<file path="src/rtl/hazard_ctrl.sv">
// rtl/hazard_ctrl.sv - load-use / jump-branch / ecall hazard controller
// Mealy control outputs from a four-state FSM plus saturating stall/flush counters.
module hazard_ctrl #(
  parameter int LOAD_LAT     = 1,
  parameter int DRAIN_CYCLES = 2,
  parameter int CNT_W        = 32
) (
  input  logic             clk,
  input  logic             rst,
  input  logic [4:0]       d_rs1_index,
  input  logic [4:0]       d_rs2_index,
  input  logic             d_rs1_used,
  input  logic             d_rs2_used,
  input  logic [4:0]       e_rd_index,
  input  logic             e_wb_en,
  input  logic             e_wb_sel,
  input  logic             e_jb_taken,
  input  logic             e_ecall,
  output logic             pc_stall,
  output logic             fd_stall,
  output logic             fd_flush,
  output logic             de_flush,
  output logic             halt,
  output logic [CNT_W-1:0] stall_cnt,
  output logic [CNT_W-1:0] flush_cnt
);

  typedef enum logic [1:0] {RUN, LU_STALL, DRAIN, HALT} state_t;

  // Reload values are only used when the matching parameter makes them non-negative.
  localparam logic [2:0]       DRAIN_INIT = 3'(DRAIN_CYCLES - 1);
  localparam logic [2:0]       LU_INIT    = 3'(LOAD_LAT - 2);
  localparam logic [CNT_W-1:0] CNT_MAX    = '1;
  localparam logic [CNT_W-1:0] CNT_ONE    = CNT_W'(1);

  state_t           state_q, state_d;
  logic [2:0]       cnt_q, cnt_d;
  logic [CNT_W-1:0] stall_cnt_q, stall_cnt_d;
  logic [CNT_W-1:0] flush_cnt_q, flush_cnt_d;
  logic             lu;
  logic             stall_inc;
  logic             flush_inc;

  assign lu = e_wb_en & e_wb_sel & (e_rd_index != 5'd0) &
              ((d_rs1_used & (d_rs1_index == e_rd_index)) |
               (d_rs2_used & (d_rs2_index == e_rd_index)));

  always_comb begin
    state_d   = state_q;
    cnt_d     = cnt_q;
    pc_stall  = 1'b0;
    fd_stall  = 1'b0;
    fd_flush  = 1'b0;
    de_flush  = 1'b0;
    halt      = 1'b0;
    stall_inc = 1'b0;
    flush_inc = 1'b0;

    case (state_q)
      RUN: begin
        if (e_ecall) begin
          pc_stall = 1'b1;
          fd_flush = 1'b1;
          de_flush = 1'b1;
          if (DRAIN_CYCLES == 0) begin
            state_d = HALT;
          end else begin
            cnt_d   = DRAIN_INIT;
            state_d = DRAIN;
          end
        end else if (e_jb_taken) begin
          fd_flush  = 1'b1;
          de_flush  = 1'b1;
          flush_inc = 1'b1;
        end else if (lu) begin
          pc_stall  = 1'b1;
          fd_stall  = 1'b1;
          de_flush  = 1'b1;
          stall_inc = 1'b1;
          if (LOAD_LAT > 1) begin
            cnt_d   = LU_INIT;
            state_d = LU_STALL;
          end
        end
      end
      // Execute holds a bubble here, so its redirect/ecall/hazard inputs are stale.
      LU_STALL: begin
        pc_stall  = 1'b1;
        fd_stall  = 1'b1;
        de_flush  = 1'b1;
        stall_inc = 1'b1;
        if (cnt_q == 3'd0) state_d = RUN;
        else               cnt_d   = cnt_q - 3'd1;
      end
      DRAIN: begin
        pc_stall = 1'b1;
        fd_flush = 1'b1;
        de_flush = 1'b1;
        if (cnt_q == 3'd0) state_d = HALT;
        else               cnt_d   = cnt_q - 3'd1;
      end
      HALT: begin
        pc_stall = 1'b1;
        fd_flush = 1'b1;
        de_flush = 1'b1;
        halt     = 1'b1;
      end
      default: state_d = RUN;
    endcase

    if (rst) begin
      pc_stall  = 1'b0;
      fd_stall  = 1'b0;
      fd_flush  = 1'b0;
      de_flush  = 1'b0;
      halt      = 1'b0;
      stall_inc = 1'b0;
      flush_inc = 1'b0;
    end

    stall_cnt_d = (stall_inc && stall_cnt_q != CNT_MAX) ? stall_cnt_q + CNT_ONE : stall_cnt_q;
    flush_cnt_d = (flush_inc && flush_cnt_q != CNT_MAX) ? flush_cnt_q + CNT_ONE : flush_cnt_q;
  end

  always_ff @(posedge clk) begin
    if (rst) begin
      state_q     <= RUN;
      cnt_q       <= 3'd0;
      stall_cnt_q <= '0;
      flush_cnt_q <= '0;
    end else begin
      state_q     <= state_d;
      cnt_q       <= cnt_d;
      stall_cnt_q <= stall_cnt_d;
      flush_cnt_q <= flush_cnt_d;
    end
  end

  assign stall_cnt = stall_cnt_q;
  assign flush_cnt = flush_cnt_q;

endmodule

</file>
<file path="config.mk">
export PLATFORM = sky130hd
export DESIGN_NAME = hazard_ctrl
export DESIGN_NICKNAME = d
export VERILOG_FILES = /design/src/rtl/hazard_ctrl.sv
export SDC_FILE = /design/constraint.sdc
export NUM_CORES = 1
export LEC_CHECK = 0
export ABC_AREA = 1
export CAP_MARGIN = 20
export CORE_AREA = 2 2 104 106
export CTS_CLUSTER_DIAMETER = 200
export CTS_CLUSTER_SIZE = 24
export DETAILED_ROUTE_END_ITERATION = 12
export DIE_AREA = 0 0 106 108
export PLACE_DENSITY_LB_ADDON = 0.2
export SYNTH_ARGS = -nofsm -noshare
export SYNTH_HDL_FRONTEND = slang
export SYNTH_SLANG_ARGS = --single-unit
</file>
<file path="constraint.sdc">
create_clock -name clk -period 1.8 [get_ports clk]
set_clock_uncertainty 0.15 [all_clocks]
set_input_delay 0.45 -clock clk [delete_from_list [all_inputs] [get_ports clk]]
set_output_delay 0.45 -clock clk [all_outputs]
set_load 0.01 [all_outputs]
</file>
==> impl_metrics.tcl <==
set metrics [dict create \
    status "complete, but fails checks" \
    hp-class "reg2reg" \
    max-vdd-ir-drop_v 0.0005304 \
    grt_use_total 0.2826 \
    cts_hold_buf 0 \
    dr.pass1.iters 5 \
    yosys.area_share.xor_xnor 0.05966 \
    die_w_um 106 \
    clock.fmax_ghz 0.4528 \
    synth.yosys.seq_area_share 0.3035 \
    setup_viol 69 \
    nets 989 \
    hold_slack_ns 0.3159 \
    num_vias 5834 \
    start_util 0.4448 \
    grt_pass1_wl_mm 25.94 \
    endpoint_kind "output port" \
    worst_pin_slew_ns 0.6341 \
    synthAdderAreaFrac 0.02750 \
    worstSetupPathType "reg2out" \
    dieHeight_um 108 \
    hold_viol 0 \
    slew_headroom 0.5773 \
    drc 0 \
    antenna_cells 0 \
    violations "negative setup slack" \
    cap_violations 0 \
    core_area_um2 10230 \
    wl_per_cell_um 15.38 \
    yosysWarnings 0 \
    register_area_um2 1405 \
    drive_above_1_share 0.3337 \
    port_buffers 91 \
    crit_fanout 2 \
    syn_area_um2 4551 \
    ctsRootBufferMaster "clkbuf_8" \
    synth_compound_area_frac 0.09321 \
    synth.distinct_cells 34 \
    insertion_delay_ns 0.35 \
    vias_per_cell 5.328 \
    powerDensity_nw_per_um2 591.7 \
    syn_avg_cell_area_um2 6.251 \
    grt-ovfl-total 0 \
    first_global_vias 5502 \
    min_period_ns 2.209 \
    grt_antenna_before_repair 0 \
    htreeDepth 3 \
    ys_ff_latch 69 \
    clk_pin_slew_ns 0.07 \
    crit_arrival_ns 1.61 \
    cts.path.max_buffers 2 \
    rsz0062_at_grt "yes" \
    synth_top_family_by_area "simple AND/OR/NAND/NOR gates" \
    required_ns 1.20 \
    power_leakage_uw 0.003367 \
    hpwl_mm 11.18 \
    critPathLaunchType "register" \
    drt-initial-drc-count 373 \
    dieArea_um2 11450 \
    fin_ws_ns -0.4086 \
    tns_ns -18.89 \
    syn_to_final_growth_pct 64.17 \
    wl_mm 16.84 \
    multi_input_area_um2 3348 \
    final_antenna_net_count 0 \
    synth_cells 728 \
    cts_buffers 9 \
    slew_violations 0 \
    syn_nets 761 \
    synthSimpleGateAreaFrac 0.4388 \
    synth_mux_area_frac 0 \
    clkSinkCount 69 \
    rows 37 \
    grt_max_degree 50 \
    globalplace.congestion 0.9442 \
    cts_tree "done" \
    fin_util 0.7302 \
    n_fill_cell 847 \
    timing.final.crit_share 1.227 \
    boundaryPins 92 \
]
[where the power goes]
part           total, µW  switching [µW]  internal [µW]
registers           1630            37.8           1590
logic               1650             822            826
clock network       1150             584            562
total               4420            1440           2980
[sequential cells by signal, summed over array words and instances, names as in the netlist]
| signal | cells |
|---|---|
| flush_cnt | 32 |
| cnt_q | 3 |
| state_q | 2 |
| stall_cnt | 32 |
[synth_stat cells, drive strengths merged]
cell,n,share of area
inv,61,0.050
o21ai,18,0.020
nor3b,1,0.0017
dfxtp,69,0.30
nand4,43,0.062
a21oi,56,0.062
clkbuf,10,0.0082
nand3,27,0.034
a311oi,1,0.0019
nor2,113,0.10
buf,13,0.019
nand2,239,0.20
xnor2,8,0.015
a211oi,1,0.0017
ha,10,0.027
o21ba,1,0.0022
nand3b,8,0.013
nor3,19,0.024
and3,1,0.0014
a31oi,2,0.0027
nor4,2,0.0027
o21bai,2,0.0033
xor2,23,0.044
[timing repair]
item,4_1_cts,5_1_grt
resized for setup,227,86
buffers inserted,4,10
cloned,5,0
pin swaps,33,28
endpoints found under the hold margin,0,0
endpoints found under the setup margin,132,72
[layer usage]
layer | track usage | wire length, µm | up-vias
met3 | 0.04340 | 1250 | 34
met4 | 0.1109 | 350 | 0
met1 | 0.3836 | 7223 | 2697
met5 | 0 | 0 | -
met2 | 0.4539 | 8018 | 270
li1 | - | - | 2833
[stage by stage]
step           setup WS [ns]  power, µW  instance area [µm²]  std cells
6_report             -0.4086       4420                 7471       1095
5_1_grt              -0.4813       4637                 7471       1095
4_1_cts              -0.3719       4218                 7059       1085
3_5_place_dp          -1.116       2883                 6621       1062
3_3_place_gp          -1.065       2828                 6621       1062
2_1_floorplan        0.01146       2286                 4621        728
[final timing paths]
kind	slack, ns	cells after the start	endpoint	start
setup / recovery	-0.41	9	fd_stall	state_q[0]
hold / removal	0.32	1	cnt_q[0]	cnt_q[0]
setup reg to reg	-0.35	14	flush_cnt[19]	state_q[0]
hold reg to reg	0.32	1	cnt_q[0]	cnt_q[0]
[layout by cell type, fill, tap and decap left out, types with 3 or more instances in the layout]
cell	synthesis	routed
inv_1	54	47
o21ai_0	16	6
nand2_2	0	30
nor3_4	0	5
buf_2	5	13
clkdlybuf4s15_1	0	3
ha_1	10	5
buf_16	0	5
nand4_1	42	42
clkdlybuf4s15_2	0	4
nand3_1	25	17
xnor2_1	8	8
nand3_4	1	7
a21oi_2	0	14
nand3_2	1	3
xor2_1	23	23
inv_2	7	13
clkbuf_8	0	11
nor2_2	5	4
nand2_1	238	198
dfxtp_1	69	50
dlygate4sd2_1	0	68
nor3_1	16	12
a21oi_1	56	41
buf_6	4	12
ha_4	0	4
buf_12	0	7
nand3b_1	8	8
buf_4	0	121
buf_8	0	5
nor2_4	3	8
nand2_4	1	10
o21ai_2	0	10
nor2_1	105	101
dfxtp_2	0	19
[final cells by class]
cell class              instances  share of cell area
multi-input cells             575              0.4482
repair buffers                240              0.2874
flip-flops and latches         69              0.1881
inverters                      61             0.03132
well taps                     136             0.02278
clock buffers                  13             0.02127
clock inverters                 1            0.001005
[worst max-delay path, cell delays in order, from the launching register on]
cell,delay (ns)
dfxtp_2,0.33
inv_2,0.07
ha_4,0.15
inv_2,0.04
nor2_4,0.09
inv_2,0.06
nor2_4,0.11
nand3_4,0.10
a21oi_4,0.18
buf_6,0.12
[cells by family after synthesis]
| group | count (synthesis) |
|---|---|
| adders and majority gates | 10 |
| DFF | 69 |
| buffers and inverters | 84 |
| xor gates and xnor gates | 31 |
| AOI/OAI and AO/OA | 81 |
| and+or+nand+nor | 453 |
No activity file was read; power rests on OpenSTA's default activity.
